[config.mk]
export PLATFORM = sky130hd
export DESIGN_NAME = fifo_wr_arbiter
export DESIGN_NICKNAME = d
export VERILOG_FILES = /design/src/rtl/fifo_arb_pkg.sv /design/src/rtl/rr_pick.sv /design/src/rtl/fifo_wr_arbiter.sv
export SDC_FILE = /design/constraint.sdc
export NUM_CORES = 1
export LEC_CHECK = 0
export CAP_MARGIN = 20
export CORE_AREA = 2 2 55 57
export CTS_CLUSTER_SIZE = 10
export DETAILED_ROUTE_END_ITERATION = 12
export DIE_AREA = 0 0 57 59
export GPL_TIMING_DRIVEN = 0
export HOLD_SLACK_MARGIN = 0.1
export PLACE_DENSITY = 0.73
export SLEW_MARGIN = 30
export SYNTH_ARGS = -nofsm -noshare
export SYNTH_HDL_FRONTEND = slang
export SYNTH_SLANG_ARGS = --single-unit
[constraint.sdc]
create_clock -name clk -period 1.5 [get_ports clk]
set_input_delay 0.15 -clock clk [delete_from_list [all_inputs] [get_ports clk]]
set_output_delay 0.15 -clock clk [all_outputs]
set_load 0.005 [all_outputs]
[src/rtl/fifo_arb_pkg.sv]
`default_nettype none
// ============================================================================
//  Module      : fifo_arb_pkg
//  Description : Shared types for the FIFO write-port arbiter.
//  Revision    : 1.0 - initial release
// ============================================================================
package fifo_arb_pkg;

    localparam int c_ARB_STATE_W = 1;

    typedef enum logic [c_ARB_STATE_W-1:0] {
        IDLE  = 1'b0,
        BURST = 1'b1
    } arb_state_e;

endpackage : fifo_arb_pkg
`default_nettype wire

[src/rtl/rr_pick.sv]
`default_nettype none
// ============================================================================
//  Module      : rr_pick
//  Description : Combinational round-robin picker; first set request at or
//                above ptr, wrapping at N-1.
//  Revision    : 1.0 - initial release
// ============================================================================
module rr_pick #(
    parameter  int N       = 4,
    localparam int c_IDX_W = $clog2(N)
) (
    input  logic [N-1:0]       req,
    input  logic [c_IDX_W-1:0] ptr,
    output logic               any,
    output logic [c_IDX_W-1:0] idx
);

    // One extra bit holds ptr+k (at most 2N-2) before the explicit wrap.
    logic [c_IDX_W:0] w_pos;

    always_comb begin
        any   = 1'b0;
        idx   = '0;
        w_pos = '0;
        for (int k = 0; k < N; k++) begin
            w_pos = {1'b0, ptr} + (c_IDX_W+1)'(k);
            if (w_pos >= (c_IDX_W+1)'(N)) begin
                w_pos = w_pos - (c_IDX_W+1)'(N);
            end
            if (!any && req[w_pos[c_IDX_W-1:0]]) begin
                any = 1'b1;
                idx = w_pos[c_IDX_W-1:0];
            end
        end
    end

endmodule : rr_pick
`default_nettype wire

[src/rtl/fifo_wr_arbiter.sv]
`default_nettype none
// ============================================================================
//  Module      : fifo_wr_arbiter
//  Description : Round-robin, burst-bounded arbiter sharing one FIFO write
//                port among NUM_REQ requesters; tags each beat with its source.
//  Revision    : 1.0 - initial release
// ============================================================================
module fifo_wr_arbiter
    import fifo_arb_pkg::*;
#(
    parameter  int NUM_REQ   = 4,
    parameter  int WIDTH     = 8,
    parameter  int MAX_BURST = 4,
    localparam int c_IDX_W   = $clog2(NUM_REQ)
) (
    input  logic                     clk,
    input  logic                     rst,
    input  logic [NUM_REQ-1:0]       i_valid,
    input  logic [NUM_REQ*WIDTH-1:0] i_data,
    output logic [NUM_REQ-1:0]       o_ready,
    output logic                     o_wr_en,
    output logic [WIDTH-1:0]         o_wr_data,
    output logic [c_IDX_W-1:0]       o_wr_src,
    input  logic                     i_full,
    output logic                     o_busy
);

    localparam int                 c_CNT_W     = $clog2(MAX_BURST + 1);
    localparam logic [c_CNT_W-1:0] c_LAST_BEAT = c_CNT_W'(MAX_BURST - 1);
    localparam logic [c_IDX_W-1:0] c_LAST_IDX  = c_IDX_W'(NUM_REQ - 1);

    arb_state_e         r_state;
    arb_state_e         w_state_nxt;
    logic [c_IDX_W-1:0] r_grant;
    logic [c_IDX_W-1:0] w_grant_nxt;
    logic [c_IDX_W-1:0] r_ptr;
    logic [c_IDX_W-1:0] w_ptr_nxt;
    logic [c_CNT_W-1:0] r_cnt;
    logic [c_CNT_W-1:0] w_cnt_nxt;
    logic               w_any;
    logic [c_IDX_W-1:0] w_pick;
    logic               w_beat;
    logic               w_burst_end;

    rr_pick #(
        .N   (NUM_REQ)
    ) u_rr_pick (
        .req (i_valid),
        .ptr (r_ptr),
        .any (w_any),
        .idx (w_pick)
    );

    always_ff @(posedge clk) begin
        if (rst) begin
            r_state <= IDLE;
            r_grant <= '0;
            r_cnt   <= '0;
            r_ptr   <= '0;
        end else begin
            r_state <= w_state_nxt;
            r_grant <= w_grant_nxt;
            r_cnt   <= w_cnt_nxt;
            r_ptr   <= w_ptr_nxt;
        end
    end

    always_comb begin
        w_state_nxt = r_state;
        w_grant_nxt = r_grant;
        w_cnt_nxt   = r_cnt;
        w_ptr_nxt   = r_ptr;
        w_beat      = 1'b0;
        w_burst_end = 1'b0;
        o_ready     = '0;
        o_wr_en     = 1'b0;
        o_wr_data   = '0;
        o_wr_src    = '0;
        o_busy      = 1'b0;

        case (r_state)
            IDLE: begin
                if (w_any) begin
                    w_state_nxt = BURST;
                    w_grant_nxt = w_pick;
                    w_cnt_nxt   = '0;
                end
            end

            BURST: begin
                o_busy           = 1'b1;
                o_wr_src         = r_grant;
                o_wr_data        = i_data[r_grant*WIDTH +: WIDTH];
                // Reset suppresses any handshake so an abandoned burst loses no data.
                o_ready[r_grant] = !i_full && !rst;
                w_beat           = i_valid[r_grant] && !i_full && !rst;
                o_wr_en          = w_beat;

                // Back-pressure holds the burst; only an idle requester ends it early.
                if (w_beat) begin
                    if (r_cnt == c_LAST_BEAT) begin
                        w_burst_end = 1'b1;
                    end else begin
                        w_cnt_nxt = r_cnt + 1'b1;
                    end
                end else if (!i_valid[r_grant] && !i_full) begin
                    w_burst_end = 1'b1;
                end

                if (w_burst_end) begin
                    w_state_nxt = IDLE;
                    w_ptr_nxt   = (r_grant == c_LAST_IDX) ? '0 : r_grant + 1'b1;
                end
            end

            default: w_state_nxt = IDLE;
        endcase
    end

`ifndef SYNTHESIS
    always_ff @(posedge clk) begin
        if (!rst) begin
            a_no_write_when_full: assert (!(o_wr_en && i_full));
        end
    end
`endif

endmodule : fifo_wr_arbiter
`default_nettype wire

Yosys cells after proc, flatten, opt, wreduce, memory -nomap -nowiden
Cells that the tools add are included.
W data, S select, Z words.

word-level totals
  register bits = 8
  bits of input ports = 39
  output and inout port bits = 16
  word-level logic and storage cells = 89

operators by class
  add/subtract/negate cells = 9
  magnitude comparators = 10
  equality and inequality tests = 5
  shift-type cells = 1
  multiplexer cells = 41
  bitwise logic cells = 2
  reductions and logical operators = 17

operators by type and width
  operator               count
  $shiftx A32 B6 Y8      1
  $mux W2                10
  $mux W1                18
  $lt A2 B3 Y1 const B   5
  $bmux W1 S2            5
  $ge A3 B3 Y1 const B   3
  $mux W3                3
  $logic_and A1 B1 Y1    8
  $mux W8                1
  $sub A2 B1 Y2 const B  4
  $add A2 B2 Y3 const B  2
  $logic_not A1 Y1       6
  $pmux W3 S2            1
  $and A4 B4 Y4          1
  $mux W4                1
  $ne A2 B1 Y1 const B   2
  $reduce_and A2 Y1      2
  $add A2 B1 Y3 const B  1
  $add A3 B1 Y3 const B  1
  $eq A3 B2 Y1 const B   1
  $ge A2 B3 Y1 const B   1
  $reduce_and A3 Y1      1
  $add A2 B1 Y2 const B  1
  $demux W1 S2           1
  5 further kinds        5

Depth between registers and ports, before layout
Gate-level depths: netlist of the first run.

  word-level depth = 16
  gate-level depth with buffers = 6
  depth with buffers taken out = 6

Cells and area by module
Synthesis of the first run repeated with hierarchy kept, for this count alone.

second synthesis, totals
  cell total of the unflattened synthesis = 98
  area, all modules = 873.3 sq um

modules (own cells, without submodules)
  module           instances  cells an instance  area each (sq um)  seq. area each (sq um)
  fifo_wr_arbiter  1          83                 795.8              160.2
  rr_pick          1          15                 77.6               0.0

Worst setup path before layout of the first run
OpenSTA, ideal clock, no wires.

  path type = flip-flop to output port
  from = reg r_grant[0]
  to = out o_wr_data[0]
  data arrival time = 1.410 ns
  data required time = 1.350 ns
  path slack = -0.060 ns
  cell stages (with the launch flop) = 5
  path buffers = 2
  cell sequence = dfxtp_1 -> buf_6 -> buf_2 -> mux4_2 -> and2_1

between the ends
  word-level cells in the longest chain between the ends = 2

ends and longest elaborated chain
  item                      line                   text
  start: declaration        fifo_wr_arbiter.sv:34  logic [c_IDX_W-1:0] r_grant;
  start signal: assignment  fifo_wr_arbiter.sv:62  r_grant <= w_grant_nxt;
  $shiftx A32 B6 Y8         fifo_wr_arbiter.sv:93  o_wr_data = i_data[r_grant*WIDTH +: WIDTH];
  $mux W8                   fifo_wr_arbiter.sv:81  case (r_state)
  end: declaration          fifo_wr_arbiter.sv:22  output logic [WIDTH-1:0] o_wr_data,

Every way passes these cells.

Worst setup path in the final report of the first run
  from = reg r_grant[0]
  to = out o_wr_data[6]

Same word-level chain as after synthesis.

==> metrics.md, run 1 <==
| Metric | Value |
|---|---|
| Status | `complete, but fails checks` |
| Violated checks | `setup timing` |
| Die span in y | `59 um` |
| Final worst path period need | `1.84 ns` |
| Post-synth top cells | `and2_1 (13), mux4_2 (9), dfxtp_1 (8), inv_1 (8), ha_1 (6)` |
| Slew HR | `66.9%` |
| Sink Count | `8` |
| Post-synthesis area per instance | `10.0 um^2` |
| Synth top area cells | `mux4_2 (24%), dfxtp_1 (19%), and2_1 (9.5%), ha_1 (8.7%), inv_1 (3.5%)` |
| Core box area | `2710 um^2` |
| Aggregate routed wire length | `2770 um` |
| Internal reg-to-reg setup slack | `-0.18 ns` |
| Routability cong. | `0.845` |
| Final hold slack | `0.491 ns` |
| Layout cells sized above 1 | `41.4%` |
| First-pass GRT wire length | `4400 um` |
| Slew of the pin with the lowest slew margin | `0.495 ns` |
| Synthesized area | `860 um^2` |
| Primary FF master, synth | `dfxtp_1` |
| First-pass DRT Iterations | `4` |
| Crit-path max FO | `5` |
| Worst setup margin | `-0.339 ns` |
| Initial Util | `31.7%` |
| Met2 Track Usage GR | `32.8%` |
| CTS buffer count | `3` |
| Met3 usage | `4.15%` |
| CP Launch Type | `register` |
| Register bit total from synthesis | `8` |
| Post-synth top area share | `23.6%` |
| Horiz. Die Dim | `57 um` |
| ANT nets after route | `0` |
| Global route overflow | `0` |
| Hold crit path type | `input pin to register` |
| Critical path's most frequent cell | `buf_6` |
| All-Layer GR Usage | `17.0%` |
| Crit share post-route | `123%` |
| 1st-iter DRT viols | `28` |
| Worst Path Arrival | `1.69 ns` |
| Max Root-Sink Buffers | `2` |
| DRC errors left | `0` |
| Cell row count | `19` |
| Maximum vdd drop | `517 uV` |
| Clk pin slew, worst setup/hold paths | `0.06 ns` |
| H-Tree Depth | `1` |
| RSZ-0062 raised after global routing | `true` |
| Net count after synthesis | `131` |
| Post-synthesis sequential area ratio | `18.6%` |
| Gate count of the mapped netlist | `86` |
| R2R depth | `7` |
| Final HPWL DP | `2030 um` |
| Grt met1 use | `17.6%` |
| Tot Pwr | `887 uW` |
| Vias per cell | `5.18` |
| Leak | `0.685 nW` |
| Antenna Cells | `0` |
| IO Port Bufs | `54` |
| Final core occ | `63.2%` |
| Crit-path cells | `buf_6 > buf_12 > buf_8 > mux4_2 > and2_4 > buf_6` |
| IO Count | `55` |
| Clk Latency, worst-skew pair | `0.27 ns` |
| Die ar. | `3360 um^2` |
| Synth warnings | `0` |
| Maxcap violations | `0` |
| PwrDens | `518 nW/um^2` |
| Cell taking the most area after synthesis | `mux4_2` |
| Peak Freq | `544 MHz` |
| Worst path required time | `1.35 ns` |
| WL/cell | `14.7 um` |
| Vias in the first global route | `985` |
| CTS tree | `done` |
| Clk root buf | `clkbuf_4` |
| Yosys cell types | `28` |
| Worst Setup End Kind | `primary output` |
| Hold Violations, Final | `0` |
| Largest net degree at the start of global routing | `11` |
| Crit-path slowest cell | `mux4_2` |
| Hold buffers post-CTS | `0` |
| Layout Skew | `0.00244 ns` |
| CP peak stage delay | `0.49 ns` |
| Final nets | `204` |
| Area grow syn2layout | `99.1%` |
| Worst Setup Path Type | `register to primary output` |
| WHS Path Cells | `4` |
| Initial antenna violation count | `0` |
| Via count of the routed design | `974` |
| Slew Limit Fails | `0` |
| Count leader, synth | `and2_1` |
| Top Usage Layer GRT | `met2` |
| Post-synth ARST share | `0%` |
| Final setup vio count | `18` |
| EDFF count, synth | `0` |
power breakdown:
| part | leakage [nW] | total, mW | switching (mW) | internal [mW] |
|---|---|---|---|---|
| combinational | 0.605 | 0.473 | 0.162 | 0.312 |
| sequential | 0.0668 | 0.233 | 0.00937 | 0.223 |
| clock | 0.0138 | 0.180 | 0.0878 | 0.0925 |
worst max-delay path: cells and delay by family, from the launching register on:
family | cells | cell delay [ns]
buffers and inverters | 4 | 0.44
muxes | 1 | 0.49
and+or+nand+nor | 1 | 0.15
DFF | 1 | 0.33
flip-flops by register name, summed over array words and instances, names as in the netlist:
register  cells
r_ptr         2
r_cnt         3
r_grant       2
r_state       1
through the flow:
stage | std cells | worst slack (ns) | setup TNS (ns) | area, um^2
6_report | 188 | -0.339 | -3.57 | 1710
4_1_cts | 185 | -0.329 | -3.48 | 1570
3_5_place_dp | 171 | -0.505 | -8.52 | 1440
5_1_grt | 188 | -0.388 | -4.56 | 1710
2_1_floorplan | 86 | 0.0202 | 0 | 862
3_3_place_gp | 171 | -0.483 | -7.85 | 1440
final cells by class:
class,count,area (um^2)
multi-input combinational,65,716
inverter,8,37.5
buffer,5,55.1
timing repair buffer,68,673
fill,238,998
clock buffer,3,22.5
sequential,8,169
tap,31,38.8
layout by cell type (no fill, tap or decap), types with 2 or more instances in the layout:
cell type,n
clkbuf_4,3
buf_8,3
o21ai_0,3
nand3b_1,2
ha_4,2
dlygate4sd2_1,2
inv_1,6
nor2_1,4
clkdlybuf4s50_1,39
mux4_2,9
clkbuf_2,3
nand2_1,2
ha_1,4
dfxtp_4,2
o221ai_1,2
and2_4,8
mux2i_1,2
buf_6,11
nand4b_1,3
dfxtp_1,5
mux2_4,2
a21oi_1,4
buf_12,3
and2_1,5
buf_2,4
buf_4,7
routing by layer:
metal  part of all wire (%)  wire [um]
met1                     38       1050
met2                     50       1390
met3                    9.3        257
met4                    2.4         66
met5                      0          0
final timing paths:
path | start | to
setup / recovery | r_grant[0] | o_wr_data[6]
hold / removal | i_full | r_state
setup reg to reg | r_grant[0] | r_ptr[1]
hold reg to reg | r_cnt[0] | r_cnt[0]
kinds of logic after synthesis:
group	after synthesis	share of synthesized area, %
muxes	13	29.4
adders and majority gates	6	8.73
DFF	8	18.6
and+or+nand+nor	29	20.2
AOI/OAI and AO/OA	17	16.2
buffers and inverters	13	6.84
what timing repair did:
item | CTS | global route
setup buffers | 11 | 4
gates resized for setup | 62 | 39
setup endpoints to repair | 20 | 21
pin swaps | 13 | 6
Power figures use the tool's default switching activity.
==> run 2: changes to the inputs <==
- CORE_AREA: 2 2 55 57 -> 2 2 76 42
- DIE_AREA: 0 0 57 59 -> 0 0 78 44
- PLACE_DENSITY: 0.73 -> 0.74
==> metrics.md, run 2 (same netlist as run 1, synthesis figures left out) <==
| Metric | Value |
|---|---|
| Status | `complete, but fails checks` |
| Violated checks | `setup timing` |
| Worst setup margin | `-0.285 ns (+0.0545 ns)` |
| Peak Freq | `560 MHz (+3.1%)` |
| Horiz. Die Dim | `78 um (+37%)` |
| RSZ-0062 raised after global routing | `true` |
| First-pass GRT wire length | `4810 um (+9.2%)` |
| Routability cong. | `0.782 (-7.4%)` |
| Vias per cell | `4.80 (-7.4%)` |
| Final worst path period need | `1.78 ns (-0.0545 ns)` |
| Layout Skew | `0.00236 ns (-0.0000862 ns)` |
| Final HPWL DP | `2210 um (+8.9%)` |
| All-Layer GR Usage | `18.4% (+1.4 points)` |
| Commonest non-fill, non-tap cell in the layout | `clkdlybuf4s50_1` |
| Clk pin slew, worst setup/hold paths | `0.04 ns (-0.02 ns)` |
| Slew of the pin with the lowest slew margin | `0.502 ns (+0.00765 ns)` |
| WL/cell | `14.4 um (-2.0%)` |
| First-pass DRT Iterations | `4 (unchanged)` |
| Placed cell count | `180 (+5.3%)` |
| Most frequent cells in the layout | `clkdlybuf4s50_1 (39), buf_4 (12), and2_1 (10)` |
| DRC errors left | `0 (unchanged)` |
| Initial antenna violation count | `0 (unchanged)` |
| Final nets | `208 (+2.0%)` |
| Total Neg Setup Slack | `-3.27 ns (+0.300 ns)` |
| IO Port Bufs | `54 (unchanged)` |
| Final hold slack | `0.504 ns (+0.0127 ns)` |
| Most flop-heavy register | `r_cnt` |
| Final setup vio count | `18 (unchanged)` |
| Die span in y | `44 um (-25%)` |
| ANT nets after route | `0 (unchanged)` |
| Core box area | `2800 um^2 (+3.4%)` |
| Non-Filler Instances | `201 (+6.9%)` |
| Hold Violations, Final | `0 (unchanged)` |
| IO Count | `55 (unchanged)` |
| Leak | `0.685 nW (-0.12%)` |
| Global route overflow | `0 (unchanged)` |
| 1st-iter DRT viols | `23 (-18%)` |
| Layout cells sized above 1 | `37.3% (-4.1 points)` |
| Max reg flops | `3 (unchanged)` |
| Tot Pwr | `951 uW (+7.3%)` |
| Largest net degree at the start of global routing | `11 (unchanged)` |
| Hold buffers post-CTS | `0 (unchanged)` |
| Largest regs | `r_cnt: 3 flops, r_grant: 2 flops, r_ptr: 2 flops` |
| Max Root-Sink Buffers | `2 (unchanged)` |
| Clk Latency, worst-skew pair | `0.23 ns (-0.04 ns)` |
| Worst Path Arrival | `1.63 ns (-0.06 ns)` |
| Aggregate routed wire length | `2900 um (+4.8%)` |
| Hold crit path type | `register to register` |
| Maxcap violations | `0 (unchanged)` |
| CP Launch Type | `register` |
| Die ar. | `3430 um^2 (+2.1%)` |
| Vias in the first global route | `984 (-0.10%)` |
| Antenna Cells | `0 (unchanged)` |
| Maximum vdd drop | `288 uV (-44%)` |
| PwrDens | `560 nW/um^2 (+8.2%)` |
| Crit-path max FO | `6 (+1)` |
| Crit share post-route | `119% (-3.6 points)` |
| Pre-CTS setup slack | `-0.538 ns (-0.0336 ns)` |
| Worst Setup End Kind | `primary output` |
| Worst Setup Path Type | `register to primary output` |
| CTS tree | `done` |
| Sink Count | `8 (unchanged)` |
| Via count of the routed design | `964 (-1.0%)` |
| H-Tree Depth | `1 (unchanged)` |
| Initial Util | `30.7% (-1.0 points)` |
| Cell row count | `14 (-5)` |
| CTS buffer count | `3 (unchanged)` |
| Slew HR | `66.4% (-0.51 points)` |
| Area grow syn2layout | `97.5%` |
| Slew Limit Fails | `0 (unchanged)` |
| Worst path required time | `1.35 ns (about the same)` |
| Clk root buf | `clkbuf_8` |
## run 2: changes by cell type in the layout (fill, tap and decap cells not counted), sizes merged
cell / previous run / this run
clkdlybuf4s15: 0 / 3
clkbuf: 7 / 4
buf: 28 / 32
## run 2: per-stage QoR
stage | cell area [um^2] | util, %
after floorplan | 862 | -
after global placement | 1450 | 51.8
after detailed placement | 1450 | 51.8
after CTS | 1650 | 58.9
after global routing | 1700 | 60.6
final | 1700 | 60.6
## run 2: worst max-delay path, stage by stage (launching register included)
cell and delay [ns]:
dfxtp_2 0.32, buf_6 0.11, buf_12 0.12, buf_6 0.10
mux4_2 0.49, and2_4 0.15, buf_6 0.11
## run 2: where the power goes
group / switching (mW) / internal (mW)
registers: 0.0114 / 0.225
clock network: 0.0902 / 0.174
logic: 0.153 / 0.297
## run 2: path summary, 6_finish.rpt
path | from | to | slack (ns) | cells after the start
hold reg to reg | r_cnt[0] | r_cnt[0] | 0.50 | 1
setup / recovery | r_grant[0] | o_wr_data[5] | -0.28 | 6
setup reg to reg | r_grant[0] | r_ptr[1] | -0.18 | 7
hold / removal | r_cnt[0] | r_cnt[0] | 0.50 | 1
## run 2: metal layers
metal  global-route usage [%]  share of wire, %  vias to the layer above
met5                        0                 0                        -
met4                     4.21              0.38                        0
met3                     3.96               3.0                        2
met2                     33.6                52                       16
met1                     22.7                45                      476
li1                         -                 -                      470
## run 2: final cells by class
cell class / count / area (um^2)
fillers: 242 / 1100
multi-input cells: 65 / 678
repair buffers: 72 / 678
flip-flops and latches: 8 / 166
plain buffers: 5 / 51.3
well taps: 40 / 50.0
clock buffers: 3 / 41.3
inverters: 8 / 32.5
## run 2: repair_timing
action,CTS,global route
gates resized for setup,69,11
endpoints found under the setup margin,21,21
pin swaps,12,2
buffers inserted,16,2
